--- config.mk ---
export PLATFORM = sky130hd
export DESIGN_NAME = regfile_wb_arbiter_flat
export DESIGN_NICKNAME = d
export VERILOG_FILES = /design/src/rtl/regfile_wb_if.sv /design/src/rtl/regfile_wb_arbiter.sv /design/src/flat_wrapper.sv
export SDC_FILE = /design/constraint.sdc
export NUM_CORES = 1
export LEC_CHECK = 0
export BUFFER_PORTS_ARGS = -buffer_cell sky130_fd_sc_hd__buf_2
export CORE_ASPECT_RATIO = 1.75
export CORE_MARGIN = 10
export CORE_UTILIZATION = 30
export CTS_CLUSTER_DIAMETER = 40
export DETAILED_ROUTE_END_ITERATION = 6
export PLACE_DENSITY = 0.66
export SLEW_MARGIN = 10
export SYNTH_ARGS = -nofsm -noshare
export SYNTH_HDL_FRONTEND = slang
export SYNTH_SLANG_ARGS = --single-unit
--- constraint.sdc ---
create_clock -name clk -period 2.2 [get_ports clk]
set_input_delay 0.22 -clock clk [delete_from_list [all_inputs] [get_ports clk]]
set_output_delay 0.22 -clock clk [all_outputs]
set_load 0.01 [all_outputs]
--- src/rtl/regfile_wb_if.sv ---
// Writeback bus between the ALU/LSU writeback paths, the issue stage and the
// register-file write port, including the pending-write scoreboard.
interface regfile_wb_if #(
  parameter int DW   = 16,
  parameter int AW   = 3,
  parameter int NREG = 8
);
  logic            alu_valid;
  logic [AW-1:0]   alu_addr;
  logic [DW-1:0]   alu_data;
  logic            alu_ready;
  logic            lsu_valid;
  logic [AW-1:0]   lsu_addr;
  logic [DW-1:0]   lsu_data;
  logic            lsu_ready;
  logic            iss_valid;
  logic [AW-1:0]   iss_addr;
  logic            flush;
  logic            we;
  logic [AW-1:0]   wr_addr;
  logic [DW-1:0]   wr_data;
  logic [NREG-1:0] busy;

  modport slave (
    input  alu_valid, alu_addr, alu_data,
    input  lsu_valid, lsu_addr, lsu_data,
    input  iss_valid, iss_addr, flush,
    output alu_ready, lsu_ready,
    output we, wr_addr, wr_data, busy
  );

  modport master (
    output alu_valid, alu_addr, alu_data,
    output lsu_valid, lsu_addr, lsu_data,
    output iss_valid, iss_addr, flush,
    input  alu_ready, lsu_ready,
    input  we, wr_addr, wr_data, busy
  );
endinterface

--- src/rtl/regfile_wb_arbiter.sv ---
// Round-robin arbiter sharing the register-file write port between ALU and LSU
// writeback, plus the per-register pending-write scoreboard used for hazards.
module regfile_wb_arbiter #(
  parameter int DW   = 16,
  parameter int AW   = 3,
  parameter int NREG = 8
) (
  input logic         clk,
  input logic         rst_n,
  regfile_wb_if.slave bus
);

  typedef enum logic {
    GNT_ALU = 1'b0,
    GNT_LSU = 1'b1
  } grant_e;

  grant_e          last_grant;
  logic            alu_xfer;
  logic            lsu_xfer;
  logic [AW-1:0]   win_addr;
  logic [DW-1:0]   win_data;
  logic [NREG-1:0] busy_next;

  // On a tie the requester that did not win most recently gets the port.
  always_comb begin
    bus.alu_ready = rst_n & bus.alu_valid & (~bus.lsu_valid | (last_grant == GNT_LSU));
    bus.lsu_ready = rst_n & bus.lsu_valid & (~bus.alu_valid | (last_grant == GNT_ALU));
  end

  assign alu_xfer = bus.alu_valid & bus.alu_ready;
  assign lsu_xfer = bus.lsu_valid & bus.lsu_ready;

  always_comb begin
    win_addr = bus.lsu_addr;
    win_data = bus.lsu_data;
    if (alu_xfer) begin
      win_addr = bus.alu_addr;
      win_data = bus.alu_data;
    end
  end

  // Issue set beats commit clear on the same register: a newer writer is pending.
  always_comb begin
    busy_next = bus.busy;
    if (bus.we)
      busy_next[bus.wr_addr] = 1'b0;
    if (bus.iss_valid)
      busy_next[bus.iss_addr] = 1'b1;
    if (bus.flush)
      busy_next = '0;
  end

  always_ff @(posedge clk or negedge rst_n) begin
    if (!rst_n) begin
      last_grant  <= GNT_LSU;
      bus.we      <= 1'b0;
      bus.wr_addr <= '0;
      bus.wr_data <= '0;
      bus.busy    <= '0;
    end else begin
      bus.we   <= alu_xfer | lsu_xfer;
      bus.busy <= busy_next;
      if (alu_xfer | lsu_xfer) begin
        bus.wr_addr <= win_addr;
        bus.wr_data <= win_data;
        last_grant  <= alu_xfer ? GNT_ALU : GNT_LSU;
      end
    end
  end

endmodule

--- src/flat_wrapper.sv ---
// flat-port wrapper written by rule: the top's interface ports become plain ports
module regfile_wb_arbiter_flat 
#(
  parameter int DW   = 16,
  parameter int AW   = 3,
  parameter int NREG = 8
)
  (clk, rst_n, bus_alu_valid, bus_alu_addr, bus_alu_data, bus_lsu_valid, bus_lsu_addr, bus_lsu_data, bus_iss_valid, bus_iss_addr, bus_flush, bus_alu_ready, bus_lsu_ready, bus_we, bus_wr_addr, bus_wr_data, bus_busy);
  regfile_wb_if #(.DW(DW), .AW(AW), .NREG(NREG)) bus_i ();
  input logic clk;
  input logic rst_n;
  input wire logic [$bits(bus_i.alu_valid)-1:0] bus_alu_valid;
  input wire logic [$bits(bus_i.alu_addr)-1:0] bus_alu_addr;
  input wire logic [$bits(bus_i.alu_data)-1:0] bus_alu_data;
  input wire logic [$bits(bus_i.lsu_valid)-1:0] bus_lsu_valid;
  input wire logic [$bits(bus_i.lsu_addr)-1:0] bus_lsu_addr;
  input wire logic [$bits(bus_i.lsu_data)-1:0] bus_lsu_data;
  input wire logic [$bits(bus_i.iss_valid)-1:0] bus_iss_valid;
  input wire logic [$bits(bus_i.iss_addr)-1:0] bus_iss_addr;
  input wire logic [$bits(bus_i.flush)-1:0] bus_flush;
  output wire logic [$bits(bus_i.alu_ready)-1:0] bus_alu_ready;
  output wire logic [$bits(bus_i.lsu_ready)-1:0] bus_lsu_ready;
  output wire logic [$bits(bus_i.we)-1:0] bus_we;
  output wire logic [$bits(bus_i.wr_addr)-1:0] bus_wr_addr;
  output wire logic [$bits(bus_i.wr_data)-1:0] bus_wr_data;
  output wire logic [$bits(bus_i.busy)-1:0] bus_busy;
  assign bus_i.alu_valid = bus_alu_valid;
  assign bus_i.alu_addr = bus_alu_addr;
  assign bus_i.alu_data = bus_alu_data;
  assign bus_i.lsu_valid = bus_lsu_valid;
  assign bus_i.lsu_addr = bus_lsu_addr;
  assign bus_i.lsu_data = bus_lsu_data;
  assign bus_i.iss_valid = bus_iss_valid;
  assign bus_i.iss_addr = bus_iss_addr;
  assign bus_i.flush = bus_flush;
  assign bus_alu_ready = bus_i.alu_ready;
  assign bus_lsu_ready = bus_i.lsu_ready;
  assign bus_we = bus_i.we;
  assign bus_wr_addr = bus_i.wr_addr;
  assign bus_wr_data = bus_i.wr_data;
  assign bus_busy = bus_i.busy;
  regfile_wb_arbiter #(.DW(DW), .AW(AW), .NREG(NREG)) u_core (.clk(clk), .rst_n(rst_n), .bus(bus_i));
endmodule
==> out/qor.csv, run 1 <==
metric;value;unit
outcome;complete, no violations;
crit_top_cell;buf_2;
ir_drop;495;uV
ys_seq_elements;29;
final_util;41.2;%
dr_total_vias;1474;
start_kind;input pin;
wl_per_cell;16.1;um
root_buffer;clkbuf_8;
tightest_slew;0.728;ns
max_freq;0.526;GHz
synthAdderAreaFrac;0;%
overflow;0;
grt_usage;11.4;%
core;0.00467;mm^2
critPathArrivalTime;1.68;ns
grt_pass1_vias;1608;
grt_first_pass_wirelength;7430;um
crit_family;buffers and inverters;
worst_ep_required_time;1.98;ns
initial_core_util;30.8;%
yosys.area_share.simple;20.0;%
layout_min_cycle_time;1.90;ns
tns;0;ns
fillCellCount;490;
grt_max_degree;22;
tritoncts;built;
die_w;72.3;um
final_nets;283;
seq_area;727;um^2
grt_use_met2;20.2;%
yosys_warnings;0;
rsz0062_at_grt;no;
drt-total-wl;4640;um
max_cap_viol_count;0;
endpoint_kind;primary output;
layout-drive-gt1-share;38.0;%
post_cts_buffers;0;
port_buffers;76;
grtUsageMet1;11.1;%
gp_congestion;0.803;
drcViolationCount;0;
finalSetupViolations;0;
worst-path-buf-inv;4;
slowest_stage;dlygate4sd3_1;
finalCritPeriodShare;86.4;%
p_leak;0.000892;uW
instances_no_fill;289;
die_h;112;um
dp_hpwl;3740;um
grt_antenna_before_repair;0;
ant_nets;0;
path_clk_slew;0.06;ns
syn-num-nets;208;
num_rows;33;
cts_buffers;5;
synth_area;0.00144;mm^2
htreeDepth;2;
dp.cells;280;
place_worst_setup_slack;0.632;ns
synth_top_family_by_area;compound AO/OA/AOI/OAI gates;
met3_usage;3.11;%
synthXorXnorAreaFrac;0;%
dr.pass1.iters;5;
finalWorstSetupSlack;0.299;ns
ios;77;
hold_class;input pin to register;
clk_latency;0.27;ns
crit_fanout;21;
power_density;741;mW/mm^2
top_usage_layer;met2;
skew;0.00130;ns
multi_input_area;607;um^2
slowest_delay;0.53;ns
synth_compound_area_share;22.0;%
dieArea;0.00806;mm^2
synth_mux_area_share;0;%
critPathKind;input pin to primary output;
drv_slew;0;
synth_cells;161;
cts_buffer_depth;2;
synthToLayoutAreaGrowth;33.7;%
drtIter0Drc;65;
timing.final.hold_violations;0;
syn_area_per_cell;8.92;um^2
clock_sinks;29;
n_antenna_cell;0;
yosysUniqueCellTypes;22;
ys_seq_area_share;50.6;%
cp_cell_sequence;dlygate4sd3_1 > buf_2 > buf_4 > nand2_2 > nor2_1 > buf_2;
relSlewSlack;51.5;%
viasPerCell;5.10;
-- placed cells by master, fill, tap and decap left out, drive strengths merged --
master,count
a31oi,19
nor2b,3
o31ai,2
o21ai,26
o21a,1
nand2b,4
buf,80
dfstp,1
clkbuf,7
and2,1
nand2,8
clkinv,1
nor2,21
dlygate4sd3,1
and2b,1
nand4,1
dfrtp,28
a21oi,9
nand3,23
-- Yosys cell counts --
master | instances | area, um^2
o21ai_0 | 26 | 130
and2_1 | 1 | 6.26
nand2_1 | 8 | 30.0
nor2_1 | 21 | 78.8
and2b_1 | 1 | 7.51
nand4_1 | 1 | 6.26
nand2b_1 | 4 | 25.0
o31ai_1 | 2 | 15.0
clkbuf_2 | 2 | 10.0
buf_1 | 1 | 3.75
a21oi_1 | 9 | 45.0
buf_8 | 1 | 15.0
dfstp_2 | 1 | 26.3
buf_6 | 3 | 33.8
o21a_1 | 1 | 7.51
buf_12 | 1 | 20.0
dfrtp_1 | 28 | 701
a31oi_1 | 19 | 119
buf_2 | 3 | 15.0
nor2b_1 | 3 | 18.8
nand3_1 | 23 | 115
clkbuf_1 | 2 | 7.51
-- cells by family after synthesis --
family | after synthesis
AOI/OAI and AO/OA | 57
buffers and inverters | 13
DFF | 29
and+or+nand+nor | 62
-- power breakdown --
part           switching, uW  internal (uW)  leakage (uW)
registers               41.1            596      0.000345
clock network            196            282     0.0000542
logic                    181            128      0.000493
total                    418           1010      0.000892
-- tightest hold or removal path, stage by stage --
cell	delay (ns)
buf_2	0.10
nand3_1	0.05
a31oi_1	0.07
-- worst paths after layout --
path                              startpoint                      to  slack, ns  depth (start not counted)
max                                    rst_n           bus_alu_ready       0.30                          6
min                         bus_alu_data[13]  u_core.bus.wr_data[13]       0.21                          3
max reg2reg                u_core.last_grant  u_core.bus.wr_data[12]       0.62                          3
min reg2reg                u_core.last_grant       u_core.last_grant       0.50                          2
max in group asynchronous              rst_n       u_core.last_grant       1.47                          3
min in group asynchronous              rst_n  u_core.bus.wr_data[15]       0.46                          3
-- what timing repair did --
item	CTS	global route
hold buffers	1	0
resized for setup	0	1
hold endpoints to repair	28	0
setup endpoints to repair	0	1
-- stage by stage --
| step | area [um^2] | hold slack (ns) | power, uW |
|---|---|---|---|
| 2_1_floorplan | 1440 | -0.0756 | 820 |
| 3_3_place_gp | 1810 | 0.185 | 953 |
| 3_5_place_dp | 1810 | 0.198 | 960 |
| 4_1_cts | 1920 | 0.198 | 1450 |
| 5_1_grt | 1920 | 0.205 | 1500 |
| 6_report | 1920 | 0.207 | 1420 |
-- registers in the layout, indices dropped and copies added (netlist names) --
| name | flops |
|---|---|
| u_core.bus.wr_data | 16 |
| u_core.bus.busy | 8 |
| u_core.bus.we | 1 |
| u_core.bus.wr_addr | 3 |
| u_core.last_grant | 1 |
-- layer usage --
metal | wire length, um | up-vias
li1 | - | 725
met1 | 1690 | 680
met2 | 2550 | 59
met3 | 259 | 10
met4 | 137 | 0
met5 | 0 | -
-- cell type report --
| cell class | instances | area share (%) |
|---|---|---|
| multi-input combinational | 119 | 31.6 |
| clock inverter | 1 | 0.261 |
| tap | 52 | 3.39 |
| timing repair buffer | 81 | 21.9 |
| sequential | 29 | 37.9 |
| clock buffer | 7 | 5.02 |
Note: power is estimated with default switching activity, not from simulation.
==> run 2, diff against run 1 <==
==> constraint.sdc (replaced) <==
create_clock -name clk -period 2.05 [get_ports clk]
set_input_delay 0.205 -clock clk [delete_from_list [all_inputs] [get_ports clk]]
set_output_delay 0.205 -clock clk [all_outputs]
set_load 0.005 [all_outputs]
==> out/qor.csv, run 2 (synthesis results as in run 1) <==
metric;value;unit
cts_resized;0;
critPathArrivalTime;1.56;ns
grt_usage;11.3;%
final_nets;285;
ir_drop;515;uV
cp_cell_sequence;dlygate4sd3_1 > buf_2 > nand2_1 > nor2_1 > buf_2;
dieArea;0.00806;mm^2
dp.cells;282;
startpoint;rst_n;
cts_buffer_depth;2;
finalSetupViolations;0;
instances_no_fill;291;
final_common_cell;buf_2;
root_buffer;clkbuf_8;
drt-total-wl;4520;um
hp-start;bus_alu_data[10];
largestRegisters;u_core.bus.wr_data x16, u_core.bus.busy x8, u_core.bus.wr_addr x3;
num_rows;33;
core;0.00467;mm^2
cts_buffers;5;
worst_ep_required_time;1.85;ns
grt_first_pass_wirelength;7450;um
max_cap_viol_count;0;
crit_top_cell;buf_2;
initial_core_util;30.8;%
tns;0;ns
slowest_stage;dlygate4sd3_1;
rsz0062_at_grt;no;
drv_slew;0;
start_kind;input pin;
grt_max_degree;22;
overflow;0;
final_util;41.8;%
path_clk_slew;0.06;ns
tritoncts;built;
clk_latency;0.27;ns
port_buffers;76;
power_density;821;mW/mm^2
crit_fanout;21;
skew;0.00462;ns
n_antenna_cell;0;
p_leak;0.000906;uW
finalCritPeriodShare;86.3;%
largest_reg_flops;16;
dp_hpwl;3640;um
endpoint_kind;primary output;
timing.final.hold_violations;0;
viasPerCell;5.04;
dr.pass1.iters;4;
drcViolationCount;0;
outcome;complete, no violations;
synthToLayoutAreaGrowth;35.6;%
die_h;112;um
drtIter0Drc;62;
layout-drive-gt1-share;37.7;%
clock_sinks;29;
seq_area;727;um^2
htreeDepth;2;
multi_input_area;604;um^2
regMostFlops;u_core.bus.wr_data;
max_freq;0.565;GHz
tightest_slew;0.586;ns
ant_nets;0;
dr_total_vias;1467;
grt_pass1_vias;1634;
ios;77;
die_w;72.3;um
wl_per_cell;15.5;um
fillCellCount;492;
post_cts_buffers;0;
relSlewSlack;60.8;%
gp_congestion;0.762;
layout_min_cycle_time;1.77;ns
grt_antenna_before_repair;0;
slowest_delay;0.53;ns
layout_common_cells;buf_2 (76), dfrtp_1 (28), o21ai_0 (26), nand3_1 (23), nor2_1 (21);
hold_class;input pin to register;
critPathKind;input pin to primary output;
r2r_start;u_core.last_grant;
==> run 2: path summary, 6_finish.rpt <==
| check | to | slack, ns | depth (start not counted) |
|---|---|---|---|
| max in group asynchronous | u_core.last_grant | 1.35 | 3 |
| min in group asynchronous | u_core.bus.wr_data[6] | 0.44 | 3 |
| setup reg to reg | u_core.bus.wr_data[7] | 0.57 | 4 |
| hold reg to reg | u_core.last_grant | 0.51 | 2 |
| hold / removal | u_core.bus.wr_data[10] | 0.19 | 3 |
| setup / recovery | bus_alu_ready | 0.28 | 5 |
==> run 2: cell type report <==
type	count	share of cell area, %
flip-flops and latches	29	37.3
multi-input cells	119	31.0
repair buffers	83	22.4
clock buffers	7	4.43
well taps	52	3.34
clock inverters	1	1.54
==> run 2: per-layer routing <==
layer | global-route usage [%] | wire length (um) | vias to the layer above
li1 | - | - | 733
met4 | 4.67 | 63 | 0
met2 | 20.5 | 2540 | 51
met5 | 0 | 0 | -
met1 | 11.1 | 1560 | 679
met3 | 3.64 | 344 | 4
==> run 2: report_power, final <==
group / switching, uW / internal [uW] / leakage [uW]
combinational: 167 / 140 / 0.000503
sequential: 44.2 / 639 / 0.000345
clock: 213 / 396 / 0.0000585
==> run 2: metrics by stage <==
stage / setup slack (ns) / cell area (um^2) / total power (uW) / hold slack (ns)
3_5_place_dp: 0.583 / 1820 / 1010 / 0.197
3_3_place_gp: 0.615 / 1820 / 1000 / 0.196
5_1_grt: 0.127 / 1950 / 1690 / 0.196
4_1_cts: 0.243 / 1950 / 1630 / 0.179
2_1_floorplan: 0.853 / 1440 / 856 / -0.0906
6_report: 0.280 / 1950 / 1600 / 0.188
==> run 2: what timing repair did <==
item	CTS	global route
endpoints found under the hold margin	28	0
setup endpoints to repair	0	0
hold buffers	1	0
==> run 2: critical path, delay by kind of cell <==
kind          cells  cell delay (ns)
buf+inv           3             0.82
simple gates      2             0.54
==> run 3, diff against run 2 <==
Settings changed: CORE_MARGIN 10 to 2, CTS_CLUSTER_SIZE set to 28.
==> out/qor.csv, run 3 (synthesis results as in run 1) <==
metric;value;unit
dp_hpwl;2950;um
endpoint_kind;primary output;
root_buffer;clkbuf_8;
rsz0062_at_grt;no;
timing.final.hold_violations;0;
outcome;complete, no violations;
final_nets;283;
cts_buffers;5;
initial_core_util;30.8;%
grt_antenna_before_repair;0;
crit_fanout;22;
ir_drop;457;uV
cts_buffer_depth;2;
grt_pass1_vias;1442;
dr.pass1.iters;4;
max_freq;0.547;GHz
fillCellCount;498;
largestRegisters;u_core.bus.wr_data x16, u_core.bus.busy x8, u_core.bus.wr_addr x3;
instances_no_fill;289;
tns;0;ns
wl_per_cell;13.5;um
ff2ff_setup_slack;0.57;ns
cp_cell_sequence;dlygate4sd3_1 > buf_2 > buf_6 > nand2_1 > a21oi_1 > buf_2;
drt-total-wl;3910;um
viasPerCell;5.01;
synthToLayoutAreaGrowth;35.0;%
critPathArrivalTime;1.62;ns
hold_class;input pin to register;
tritoncts;built;
dieArea;0.00538;mm^2
power_density;817;mW/mm^2
port_buffers;76;
path_clk_slew;0.07;ns
worst_ep_required_time;1.85;ns
dpl_cell_area;0.00181;mm^2
layout_common_cells;buf_2 (76), dfrtp_1 (28), o21ai_0 (26), nand3_1 (23), nor2_1 (21);
gp_congestion;0.888;
regMostFlops;u_core.bus.wr_data;
overflow;0;
finalSetupViolations;0;
num_rows;33;
layout-drive-gt1-share;37.6;%
dr_total_vias;1447;
die_w;56.3;um
finalCritPeriodShare;89.2;%
grt_max_degree;40;
drv_slew;0;
design_area;0.00194;mm^2
dp.cells;280;
largest_reg_flops;16;
htreeDepth;2;
ant_nets;0;
critPathKind;input pin to primary output;
post_cts_buffers;0;
multi_input_area;607;um^2
core;0.00467;mm^2
crit_top_cell;buf_2;
grt_first_pass_wirelength;6590;um
layout_min_cycle_time;1.83;ns
grt_usage;15.9;%
max_cap_viol_count;0;
seq_area;727;um^2
die_h;95.5;um
drtIter0Drc;74;
slowest_stage;dlygate4sd3_1;
relSlewSlack;60.4;%
final_util;41.6;%
clk_latency;0.28;ns
skew;0.00710;ns
final_common_cell;buf_2;
ios;77;
drcViolationCount;0;
slowest_delay;0.53;ns
clock_sinks;29;
p_leak;0.000897;uW
n_antenna_cell;0;
tightest_slew;0.593;ns
start_kind;input pin;
==> run 3: power by group <==
| part | switching [uW] | internal [uW] |
|---|---|---|
| Combinational | 164 | 137 |
| Sequential | 42.6 | 639 |
| Clock | 205 | 396 |
| Total | 412 | 1170 |
==> run 3: repair_timing <==
action / in CTS / in global routing
hold buffers: 1 / 0
setup endpoints to repair: 0 / 2
hold endpoints to repair: 8 / 0
gates resized for setup: 0 / 2
==> run 3: worst max-delay path: cells and delay by family <==
family                 cells  cell delay [ns]
buffers and inverters      4             1.20
AO/OA/AOI/OAI              1             0.12
AND/OR/NAND/NOR            1             0.09
==> run 3: worst paths after layout <==
check / from / cells past startpoint / to
min in group asynchronous: rst_n / 2 / u_core.bus.wr_data[1]
setup / recovery: rst_n / 6 / bus_lsu_ready
setup reg to reg: u_core.last_grant / 3 / u_core.bus.wr_addr[0]
hold reg to reg: u_core.last_grant / 2 / u_core.last_grant
hold / removal: bus_alu_data[15] / 3 / u_core.bus.wr_data[15]
max in group asynchronous: rst_n / 3 / u_core.last_grant
==> run 3: through the flow <==
stage / setup WS, ns / hold WS (ns) / total power, uW
after global placement: 0.606 / 0.0807 / 990
after floorplan: 0.853 / -0.0906 / 856
after detailed placement: 0.565 / 0.0837 / 996
after CTS: 0.0761 / 0.175 / 1610
final: 0.221 / 0.181 / 1580
after global routing: 0.0786 / 0.179 / 1690
==> run 3: area by class of cell <==
class / instances / area share (%)
Tap cell: 52 / 3.35
Timing Repair Buffer: 81 / 21.9
Clock buffer: 7 / 4.45
Sequential cell: 29 / 37.5
Multi-Input combinational cell: 119 / 31.3
Clock inverter: 1 / 1.55
==> run 3: layer usage <==
layer / vias to the layer above / part of all wire [%] / wire length [um] / global-route usage [%]
li1: 725 / - / - / -
met1: 660 / 38 / 1500 / 17.9
met2: 52 / 53 / 2080 / 27.3
met3: 10 / 5.2 / 204 / 3.26
met4: 0 / 3.2 / 127 / 9.92
met5: - / 0 / 0 / 0
